File: src/rtl/fb_arbiter.sv
`timescale 1ns/1ps
// ---------------------------------------------------------------------------
// fb_arbiter
//
// Shares one single-port, synchronous-read frame-buffer RAM between the
// display scan-out and a pixel writer.  During the active picture the
// even-X cycle of every column pair is a READ slot; the odd-X cycle and all
// blanking cycles are WRITE slots.  Each displayed word feeds two adjacent
// columns and two adjacent rows, so the read stream needs only half of the
// RAM bandwidth.
//
// Writer requests queue in a small FIFO and drain one entry per WRITE slot.
// Scan-out reads are never delayed by queued writes.
//
// Ports
//   CLK, RST_n          pixel clock, asynchronous active-low reset
//   col, fil, DEN       sync-generator column, row and data enable
//   wr_valid/wr_ready   writer handshake, with wr_addr / wr_data (RGB565)
//   mem_addr/mem_wdata  RAM address and write data
//   mem_we              RAM write strobe
//   mem_rdata           RAM read data, valid one cycle after the address
//   R, G, B             8-bit colour channels, zero outside the picture
//   den_o               DEN delayed to line up with R/G/B
//   fifo_lvl            write FIFO occupancy, 0..FIFO_D
// ---------------------------------------------------------------------------
module fb_arbiter #(
   parameter int H_OFF  = 216,
   parameter int V_OFF  = 35,
   parameter int H_ACT  = 800,
   parameter int V_ACT  = 480,
   parameter int AW     = 17,
   parameter int FIFO_D = 4
) (
   input  logic          CLK,
   input  logic          RST_n,
   input  logic [10:0]   col,
   input  logic [9:0]    fil,
   input  logic          DEN,
   input  logic          wr_valid,
   input  logic [AW-1:0] wr_addr,
   input  logic [15:0]   wr_data,
   output logic          wr_ready,
   output logic [AW-1:0] mem_addr,
   output logic [15:0]   mem_wdata,
   output logic          mem_we,
   input  logic [15:0]   mem_rdata,
   output logic [7:0]    R,
   output logic [7:0]    G,
   output logic [7:0]    B,
   output logic          den_o,
   output logic [2:0]    fifo_lvl
);

   // FIFO_D is a power of two (>= 2), so pointers wrap on their own.
   localparam int PW = $clog2(FIFO_D);
   localparam int LW = $clog2(FIFO_D + 1);

   // RGB565 channel expansion: zero-fill the low bits.
   function automatic logic [7:0] expand5(input logic [4:0] v);
      return {v, 3'b000};
   endfunction

   function automatic logic [7:0] expand6(input logic [5:0] v);
      return {v, 2'b00};
   endfunction

   // Blank a channel outside the displayed area.
   function automatic logic [7:0] blank(input logic en, input logic [7:0] v);
      return en ? v : 8'd0;
   endfunction

   // ------------------------------------------------------------------
   // Stage p0: slot decode and RAM request (combinational)
   // ------------------------------------------------------------------
   logic [10:0]   x_p0;
   logic [9:0]    y_p0;
   logic          active_p0;
   logic          rd_slot_p0;
   logic [AW-1:0] rd_addr_p0;

   // Offsets subtract modulo the counter width, so pre-picture columns
   // and rows wrap to large values and fall outside the active window.
   assign x_p0      = col - 11'(H_OFF);
   assign y_p0      = fil - 10'(V_OFF);
   assign active_p0 = DEN && (x_p0 < 11'(H_ACT)) && (y_p0 < 10'(V_ACT));
   assign rd_slot_p0 = active_p0 && !x_p0[0];

   // One word per 2x2 screen block; line stride in RAM is 512 words.
   assign rd_addr_p0 = AW'({y_p0[9:1], 9'd0}) + AW'(x_p0[10:1]);

   // Write FIFO state
   logic [AW-1:0] fifo_addr [FIFO_D];
   logic [15:0]   fifo_data [FIFO_D];
   logic [PW-1:0] wptr;
   logic [PW-1:0] rptr;
   logic [LW-1:0] lvl;
   logic          rdy_en;
   logic [AW-1:0] last_raddr;
   logic          push;
   logic          pop;

   // rdy_en keeps wr_ready low during reset and releases it on the first
   // clock edge afterwards.  Readiness depends on the registered level
   // only, so a pop in the current cycle does not open the FIFO until
   // the next one.
   assign wr_ready = rdy_en && (lvl < LW'(FIFO_D));
   assign push     = wr_valid && wr_ready;
   assign pop      = !rd_slot_p0 && (lvl != '0);

   // An idle WRITE slot parks the address on the last read so the RAM
   // address bus does not toggle needlessly.
   always_comb begin
      mem_addr  = last_raddr;
      mem_we    = 1'b0;
      mem_wdata = fifo_data[rptr];
      if (rd_slot_p0) begin
         mem_addr = rd_addr_p0;
      end else if (pop) begin
         mem_addr = fifo_addr[rptr];
         mem_we   = 1'b1;
      end
   end

   // FIFO storage is data only and needs no reset; occupancy is tracked
   // by the control registers below.
   always_ff @(posedge CLK) begin
      if (push) begin
         fifo_addr[wptr] <= wr_addr;
         fifo_data[wptr] <= wr_data;
      end
   end

   always_ff @(posedge CLK or negedge RST_n) begin
      if (!RST_n) begin
         wptr       <= '0;
         rptr       <= '0;
         lvl        <= '0;
         rdy_en     <= 1'b0;
         last_raddr <= '0;
      end else begin
         rdy_en <= 1'b1;
         if (push) wptr <= wptr + 1'b1;
         if (pop)  rptr <= rptr + 1'b1;
         case ({push, pop})
            2'b10:   lvl <= lvl + 1'b1;
            2'b01:   lvl <= lvl - 1'b1;
            default: lvl <= lvl;
         endcase
         if (rd_slot_p0) last_raddr <= rd_addr_p0;
      end
   end

   assign fifo_lvl = 3'(lvl);

   // ------------------------------------------------------------------
   // Stage p1: RAM data returns for the previous cycle's READ slot
   // ------------------------------------------------------------------
   logic rd_vld_p1;
   logic den_p1;

   always_ff @(posedge CLK or negedge RST_n) begin
      if (!RST_n) begin
         rd_vld_p1 <= 1'b0;
         den_p1    <= 1'b0;
      end else begin
         rd_vld_p1 <= rd_slot_p0;
         den_p1    <= DEN;
      end
   end

   // ------------------------------------------------------------------
   // Stage p2: pixel register and colour output
   // ------------------------------------------------------------------
   logic [15:0] pix_p2;
   logic        vld_p2;

   // Only read data is captured; the word fetched for an even column is
   // held across the following WRITE slot so both columns show it.
   always_ff @(posedge CLK or negedge RST_n) begin
      if (!RST_n) begin
         pix_p2 <= '0;
         vld_p2 <= 1'b0;
      end else begin
         vld_p2 <= den_p1;
         if (rd_vld_p1) pix_p2 <= mem_rdata;
      end
   end

   assign den_o = vld_p2;
   assign R     = blank(vld_p2, expand5(pix_p2[15:11]));
   assign G     = blank(vld_p2, expand6(pix_p2[10:5]));
   assign B     = blank(vld_p2, expand5(pix_p2[4:0]));

endmodule

File: config.mk
export PLATFORM = sky130hd
export DESIGN_NAME = fb_arbiter
export DESIGN_NICKNAME = d
export VERILOG_FILES = /design/src/rtl/fb_arbiter.sv
export SDC_FILE = /design/constraint.sdc
export NUM_CORES = 1
export LEC_CHECK = 0
export CORE_ASPECT_RATIO = 2
export CORE_MARGIN = 3
export CORE_UTILIZATION = 49
export CTS_BUF_LIST = sky130_fd_sc_hd__clkbuf_8
export DETAILED_ROUTE_END_ITERATION = 16
export PLACE_DENSITY = 0.77
export SLEW_MARGIN = 40
export SYNTH_ARGS = -nofsm -noshare
export SYNTH_HDL_FRONTEND = slang
export SYNTH_SLANG_ARGS = --single-unit
File: constraint.sdc
create_clock -name CLK -period 3.8 [get_ports CLK]
set_input_delay 0.95 -clock CLK [delete_from_list [all_inputs] [get_ports CLK]]
set_output_delay 0.95 -clock CLK [all_outputs]
set_load 0.05 [all_outputs]
* Word-level counts from Yosys, hierarchy flattened
Memory sizes are Yosys's and may differ from the RTL's. Cells that the tools add are included.
Storage, ports and cells: register bits 44, bits in writable memories 132, input port bits 74, word-level logic and storage cells 43, memories kept 2
Cells by class: add/subtract/negate cells 7, order comparisons 3, equality and inequality tests 2, multiplexer cells 10, reduce and logical (&&, ||, !) cells 10
Memory list:
- fifo_addr | words 4, width 17, rd ports 1, clocked after Yosys merged registers in 0, wr ports 1, line 92 | logic [AW-1:0] fifo_addr [FIFO_D];
- fifo_data | words 4, width 16, rd ports 1, clocked after Yosys merged registers in 0, wr ports 1, line 93 | logic [15:0] fifo_data [FIFO_D];
Operators with widths (number):
- two-way mux 17 bit | 2
- two-way mux 8 bit | 3
- adder 17 x 10 -> 17 bit | 1
- < comparator 11 x 10 -> 1 bit, second input constant | 1
- subtractor 11 x 8 -> 11 bit, second input constant | 1
- < comparator 10 x 9 -> 1 bit, second input constant | 1
- subtractor 10 x 6 -> 10 bit, second input constant | 1
- logical AND 1 bit | 6
- case mux 3 bit (2 select lines) | 1
- adder 2 x 1 -> 2 bit, second input constant | 2
- two-way mux 1 bit | 4
- adder 3 x 1 -> 3 bit, second input constant | 1
- < comparator 3 bit, second input constant | 1
- nonzero test 3 bit | 1
- subtractor 3 x 1 -> 3 bit, second input constant | 1
- equality test 2 x 1 -> 1 bit, second input constant | 1
- equality test 2 bit, second input constant | 1
- zero test 1 bit | 2
- nonzero test 2 bit | 1

* Longest topological paths before layout
Gate-level depths: netlist of run 1.
depth in word-level cells 9, depth in mapped cells 14

* Worst setup path before layout of run 1
No wires, ideal clock.
path kind input -> output, start in col[4], end out mem_addr[15], arrival 3.629 ns, path slack -0.779 ns, stages 11, path through a21oi_2 -> o21ai_0 -> xor2_1 -> inv_1 -> ha_1 -> ha_1 -> nand3_1 -> nor2_1 -> a2111oi_0 -> xnor2_1 -> mux2i_1
On the way: longest elaborated chain between the ends 9, elaborated cells on any way between the ends 10, those cells by class add/sub: 2; order compare: 1; mux: 2; reduce/logical: 5
Ends and longest elaborated chain:
- from (decl) | line 36 | input logic [10:0] col,
- subtractor 11 x 8 -> 11 bit * | line 83 | assign x_p0 = col - 11'(H_OFF);
- < comparator 11 x 10 -> 1 bit | line 85 | assign active_p0 = DEN && (x_p0 < 11'(H_ACT)) && (y_p0 < 10'(V_ACT));
- logical AND 1 bit (2 in series) | line 85
- logical AND 1 bit | line 86 | assign rd_slot_p0 = active_p0 && !x_p0[0];
- zero test 1 bit | line 108 | assign pop = !rd_slot_p0 && (lvl != '0);
- logical AND 1 bit | line 108
- two-way mux 17 bit | line 118 | end else if (pop) begin
- two-way mux 17 bit * | line 116 | if (rd_slot_p0) begin
- to (decl) | line 43 | output logic [AW-1:0] mem_addr,
Every way passes the cells marked *; elsewhere a longest branch is shown, timed or not.

* Worst setup path after layout of run 1
start in col[4], end out mem_addr[13]
Same word-level chain as after synthesis.

==> results of run 1 <==
[flip-flops by register name, indices dropped and copies added, names as in the netlist]
| signal | cells |
|---|---|
| rptr | 2 |
| rdy_en | 1 |
| last_raddr | 17 |
| fifo_addr | 68 |
| fifo_lvl | 3 |
| rd_vld_p1 | 1 |
| fifo_data | 64 |
| pix_p2 | 16 |
| den_p1 | 1 |
| den_o | 1 |
| wptr | 2 |
[synthesized netlist by cell type (4+ instances only)]
cell	number
o31ai_1	5
mux2_2	17
edfxtp_1	132
mux4_2	33
inv_1	12
xor2_1	9
mux2i_1	30
buf_4	9
and3_1	4
nor3_1	4
o21ai_1	9
nor2_1	7
xnor2_1	12
and2_1	18
nand2_1	14
clkbuf_1	9
ha_1	9
nand3_1	10
buf_2	9
nor2b_1	4
o21ai_0	15
dfrtp_1	44
a21oi_1	5
[critical path, stage by stage]
cell     delay (ns)
buf_8          0.10
a21oi_4        0.15
o21ai_2        0.08
xor2_1         0.21
inv_1          0.13
ha_4           0.19
ha_4           0.17
buf_6          0.13
nor2_4         0.10
a21oi_2        0.04
nor2_1         0.12
a21oi_2        0.09
xnor2_2        0.15
mux2i_4        0.17
buf_12         0.16
[layer usage]
layer  share of wire (%)  global-route usage, %
met1                  34                   22.0
met2                  57                   39.9
met3                 4.6                   4.35
met4                 4.2                   8.62
met5                   0                      0
[cell families after synthesis]
group / after synthesis
other: 2
XOR/XNOR: 21
adder cells (fa/ha/maj): 10
AO/OA/AOI/OAI: 49
multiplexers: 80
flip-flops: 176
AND/OR/NAND/NOR: 68
buffers and inverters: 43
[per-stage QoR]
step                total power, mW  hold WS [ns]  area [µm²]  setup WS [ns]
global placement               5.92         0.337        9740         -0.571
CTS                            7.38         0.369       10500         -0.126
finish                         7.34         0.368       10800        -0.0985
detailed placement             5.98         0.339        9760         -0.606
floorplan                      4.78         0.331        7810         -0.145
global route                   7.69         0.375       10800         -0.209
[repair_timing]
item / 4_1_cts / 5_1_grt
cloned: 2 / 0
endpoints found under the hold margin: 0 / 0
setup endpoints to repair: 19 / 18
gates resized for setup: 94 / 37
pin swaps: 33 / 24
buffers inserted: 18 / 15
[cell type report]
class	instances	area (µm²)	share of cell area, %
flip-flops and latches	176	5070	47.1
multi-input cells	238	2870	26.7
repair buffers	216	2120	19.7
well taps	195	244	2.27
clock buffers	17	234	2.17
clock inverters	15	180	1.67
inverters	12	45.0	0.419
diodes	1	2.50	0.0233
[power groups by stage]
stage / registers (mW) / clock network [mW] / logic [mW]
global route: 2.51 / 1.39 / 3.79
floorplan: 2.52 / 0 / 2.26
global placement: 2.50 / 0 / 3.41
detailed placement: 2.52 / 0 / 3.46
finish: 2.48 / 1.27 / 3.59
CTS: 2.48 / 1.31 / 3.59
[final timing paths]
check                                           to  cells past startpoint                    start  slack, ns
max                                   mem_addr[13]                     15                   col[4]       -0.1
min                                den_o$_DFF_PN0_                      0         den_p1$_DFF_PN0_       0.37
max reg2reg                fifo_lvl[2]$_DFFE_PN0P_                      9  fifo_lvl[2]$_DFFE_PN0P_       1.69
min reg2reg                        den_o$_DFF_PN0_                      0         den_p1$_DFF_PN0_       0.37
max in group asynchronous      rptr[0]$_DFFE_PN0N_                      1                    RST_n       2.86
min in group asynchronous      wptr[1]$_DFFE_PN0P_                      1                    RST_n       0.49
==> qor.csv, run 1 <==
metric;value;unit
share of cells above drive strength 1;40.2;%
Avg Inst Size Synth;16.8;µm²
Max Clock Skew;0.0170;ns
Synth Area in Simple Gates;4.93;%
setup_tns;-1.09;ns
switching share of power;39.6;%
remaining global-route overflow;0;
Main synth FF type;edfxtp_1;
Synth Warn #;0;
Non-Filler Instances;870;
gpl congestion;0.838;
mux cell area share after synthesis;16.3;%
largest area contributor in the netlist;edfxtp_1;
post-layout minimum cycle time;3.90;ns
Switch Pwr;2.91;mW
dpl cells;809;
RSZ-0062 raised after global routing;true;
Max clock buf depth;2;
Synth Instances;449;
failing checks;setup timing;
Area Overhead vs Synth;42.3;%
half-perimeter wire length after placement;11400;µm
CTS tree;done;
Combinational Power Share;48.9;%
CTS clk-pin slew, worst paths;0.09;ns
post-synthesis register bit count;176;
Min-Delay Path Class;flip-flop to flip-flop;
CTS sink cnt;176;
initial antenna violation count;1;
period utilization;103;%
Pins Over Slew Limit;0;
I/O pin count;137;
final core occ;71.8;%
Post-Route WL;17400;µm
register area share after synthesis;67.0;%
die area;17000;µm²
Initial Util;50.5;%
Compound-Gate Fraction of Synth Area;4.63;%
nets;745;
CP required;2.85;ns
Post-CTS Hold Fix Bufs;0;
synth top area cells;edfxtp_1, dfrtp_1, mux4_2, mux2i_1, mux2_2;
crit path capture type;primary output;
worst setup path class;primary input to primary output;
Setup WS post-layout;-0.0985;ns
final setup vio count;16;
worst-path fanout max;3;
Slew @ Worst Pin;0.721;ns
core area;15000;µm²
FMAX;257;MHz
Final Hold Viols;0;
clk_lat worst skew;0.44;ns
largest family of logic cells by synthesized area;multiplexers;
ANT nets after route;0;
Post-Synth Adder-Cell Area;1.75;%
Synth cell types;42;
Cell Pwr Density;682;nW/µm²
CP arrival;2.95;ns
gr usage total;21.1;%
Synth Area in XOR/XNOR;2.43;%
Slew Limit Headroom;51.9;%
via count;4680;
DRC violations left;0;
die height;182;µm
Iter 0 DRT Violations;128;
clock share of power;17.3;%
Chip Width;93.8;µm
P_int;4.43;mW
Synth top area share;52.4;%
max cap viols;0;
First-pass DRT Iterations;4;
asr flop ratio synth;25.0;%
Startpoint Class;primary input;
Syn Std Cell Area;7560;µm²
EDFF count, synth;132;
wire per inst;20.0;µm
first-pass GRT wire length;27100;µm
vias per cell;5.38;
vias in the first global route;5158;
most common cell after layout, fill and taps aside;edfxtp_1;
Root Driver;clkbuf_8;
I/O Buffers;128;
most frequent cells in the layout;edfxtp_1, clkdlybuf4s50_1, buf_4;
leakage power;3.89;nW
pin count of the biggest net entering global routing;45;
status;complete, but fails checks;
Flop pwr share;33.8;%
Clock H-tree levels;4;
IR drop worst, VDD;0.476;mV
std cell rows;63;
number of fill cells;950;
TritonCTS buffer count;17;
No activity file was read; power rests on OpenSTA's default activity.
==> run 2: changes to the inputs <==
--- a/config.mk
+++ b/config.mk
@@ -5,12 +5,14 @@
 export SDC_FILE = /design/constraint.sdc
 export NUM_CORES = 1
 export LEC_CHECK = 0
+export CAP_MARGIN = 20
 export CORE_ASPECT_RATIO = 2
 export CORE_MARGIN = 3
 export CORE_UTILIZATION = 49
 export CTS_BUF_LIST = sky130_fd_sc_hd__clkbuf_8
 export DETAILED_ROUTE_END_ITERATION = 16
 export PLACE_DENSITY = 0.77
+export SKIP_CTS_REPAIR_TIMING = 1
 export SLEW_MARGIN = 40
 export SYNTH_ARGS = -nofsm -noshare
 export SYNTH_HDL_FRONTEND = slang
==> constraint.sdc (replaced) <==
create_clock -name CLK -period 3.8 [get_ports CLK]
set_input_delay 0.95 -clock CLK [delete_from_list [all_inputs] [get_ports CLK]]
set_output_delay 0.95 -clock CLK [all_outputs]
set_load 0.1 [all_outputs]
==> run 2 against run 1 <==
  * The flow still finishes with violations (setup timing)
  * Die area did not move
  * Hold slack got worse by 0.0096 ns
  * Utilization fell by 1.7 points
  * First-iteration DRC count rose by 35%
  * Largest power group unchanged
  * Highest routed layer unchanged
  * Register-to-register slack barely moved
==> qor.csv, run 2 (synthesis results as in run 1) <==
metric;value;unit;change
half-perimeter wire length after placement;11300;µm;-0.16%
Max clock buf depth;2;;unchanged
area of the multi-input gates;2800;µm²;-2.7%
most common cell after layout, fill and taps aside;edfxtp_1;;
std cell rows;63;;unchanged
nets;730;;-2.0%
TritonCTS buffer count;17;;unchanged
vias in the first global route;4789;;-7.2%
post-layout minimum cycle time;3.87;ns;-0.0249 ns
clk_lat worst skew;0.44;ns;about the same
final setup vio count;9;;-7
die height;182;µm;unchanged
remaining global-route overflow;0;;unchanged
reg2reg path depth;9;;unchanged
vias per cell;5.30;;-1.5%
CP required;2.85;ns;about the same
largest stage delay on the critical path;0.20;ns;about the same
wire per inst;18.9;µm;-5.7%
status;complete, but fails checks;;
Startpoint Class;primary input;;
max FFs per register;68;;unchanged
Pins Over Slew Limit;0;;unchanged
Crit path top cell by count;xor2_1;;
CTS sink cnt;176;;unchanged
# diodes;0;;-1
FF+latch area;5070;µm²;about the same
Area after DPL;9850;µm²;+0.91%
initial antenna violation count;0;;-1
Chip Width;93.8;µm;unchanged
via count;4520;;-3.4%
ANT nets after route;0;;unchanged
worst setup path class;primary input to primary output;;
Largest regs;fifo_addr (68), fifo_data (64), last_raddr (17);;
setup_tns;-0.528;ns;+0.563 ns
RSZ-0062 raised after global routing;true;;
Setup WS post-layout;-0.0736;ns;+0.0249 ns
Iter 0 DRT Violations;173;;+35%
CP arrival;2.92;ns;-0.03 ns
dpl cells;813;;+0.49%
Cell Pwr Density;800;nW/µm²;+17%
share of cells above drive strength 1;42.2;%;+2.0 points
max cap viols;0;;unchanged
Post-Route WL;16100;µm;-7.5%
Max Clock Skew;0.0133;ns;-0.00370 ns
FMAX;258;MHz;+0.64%
Non-Filler Instances;853;;-2.0%
die area;17000;µm²;unchanged
FF-to-FF End;fifo_lvl[2]$_DFFE_PN0P_;;
CP Cell Sequence;buf_6 > a21oi_4 > o21ai_2 > xor2_1 > inv_1 > ha_4 > nand3_1 > a21oi_1 > o2bb2ai_2 > nand2_1 > xor2_1 > buf_4 > mux2i_4 > buf_12;;
r2r startpoint;fifo_lvl[2]$_DFFE_PN0P_;;
CP Launch Point;col[4];;
period utilization;102;%;-0.66 points
core area;15000;µm²;unchanged
CTS clk-pin slew, worst paths;0.09;ns;about the same
Min-Delay Path Class;flip-flop to flip-flop;;
I/O pin count;137;;unchanged
gr usage total;19.4;%;-1.7 points
most frequent cells in the layout;edfxtp_1, buf_4, clkdlybuf4s50_1;;
post-route design area;10500;µm²;-2.3%
pin count of the biggest net entering global routing;34;;-24%
Final Hold Viols;0;;unchanged
Slew Limit Headroom;53.5;%;+1.6 points
Area Overhead vs Synth;39.0;%;
First-pass DRT Iterations;4;;unchanged
CP Capture Point;mem_addr[16];;
gpl congestion;0.817;;-2.5%
IR drop worst, VDD;0.440;mV;-7.6%
Slew @ Worst Pin;0.697;ns;-0.0242 ns
slowest CP cell;o2bb2ai_2;;
crit path capture type;primary output;;
DRC violations left;0;;unchanged
worst-path fanout max;5;;+2
CTS tree;done;;
Pwr Total;8.41;mW;+15%
first-pass GRT wire length;25100;µm;-7.4%
Root Driver;clkbuf_8;;
Initial Util;50.5;%;unchanged
failing checks;setup timing;;
leakage power;3.94;nW;+1.2%
Biggest register;fifo_addr;;
number of fill cells;972;;+2.3%
I/O Buffers;128;;unchanged
Clock H-tree levels;4;;unchanged
R2R Setup Slk;1.69;ns;about the same
## run 2: layout make-up
class | count | area share, %
Clock buffer | 17 | 2.23
Clock inverter | 14 | 1.39
Inverter | 12 | 0.429
Multi-Input combinational cell | 238 | 26.6
Sequential cell | 176 | 48.2
Tap cell | 195 | 2.32
Timing Repair Buffer | 201 | 18.8
## run 2: power breakdown
group	switching, mW	leakage [nW]	internal (mW)
combinational	3.05	2.03	1.60
sequential	0.182	1.72	2.34
clock	0.693	0.186	0.540
## run 2: layer usage
metal	routed length (µm)	global-route usage (%)	share of wire [%]
met1	5660	20.8	35
met2	9370	36.4	58
met3	660	3.40	4.1
met4	444	8.22	2.8
met5	0	0	0
## run 2: how the worst min path moves through the flow
stage                                 from         endpoint  slack (ns)  depth (start not counted)
final                     den_p1$_DFF_PN0_  den_o$_DFF_PN0_        0.36                          0
after global routing      den_p1$_DFF_PN0_  den_o$_DFF_PN0_        0.36                          0
after CTS                 den_p1$_DFF_PN0_  den_o$_DFF_PN0_        0.36                          0
after detailed placement  den_p1$_DFF_PN0_  den_o$_DFF_PN0_        0.35                          0
after global placement    den_p1$_DFF_PN0_  den_o$_DFF_PN0_        0.34                          0
after floorplan           den_p1$_DFF_PN0_  den_o$_DFF_PN0_        0.33                          0
## run 2: worst max-delay path: cells and delay by family
kind / cells / cell delay [ns]
AOI/OAI and AO/OA: 4 / 0.52
and+or+nand+nor: 2 / 0.18
adders and majority gates: 1 / 0.19
muxes: 1 / 0.16
buffers and inverters: 4 / 0.56
xor gates and xnor gates: 2 / 0.36
## run 2: metrics by stage
| stage | setup slack [ns] | hold slack (ns) | util [%] |
|---|---|---|---|
| CTS | -0.706 | 0.360 | 68.3 |
| global placement | -0.639 | 0.337 | 65.7 |
| detailed placement | -0.698 | 0.347 | 65.7 |
| global route | -0.167 | 0.362 | 70.2 |
| finish | -0.0736 | 0.359 | 70.2 |
| floorplan | -0.313 | 0.331 | - |
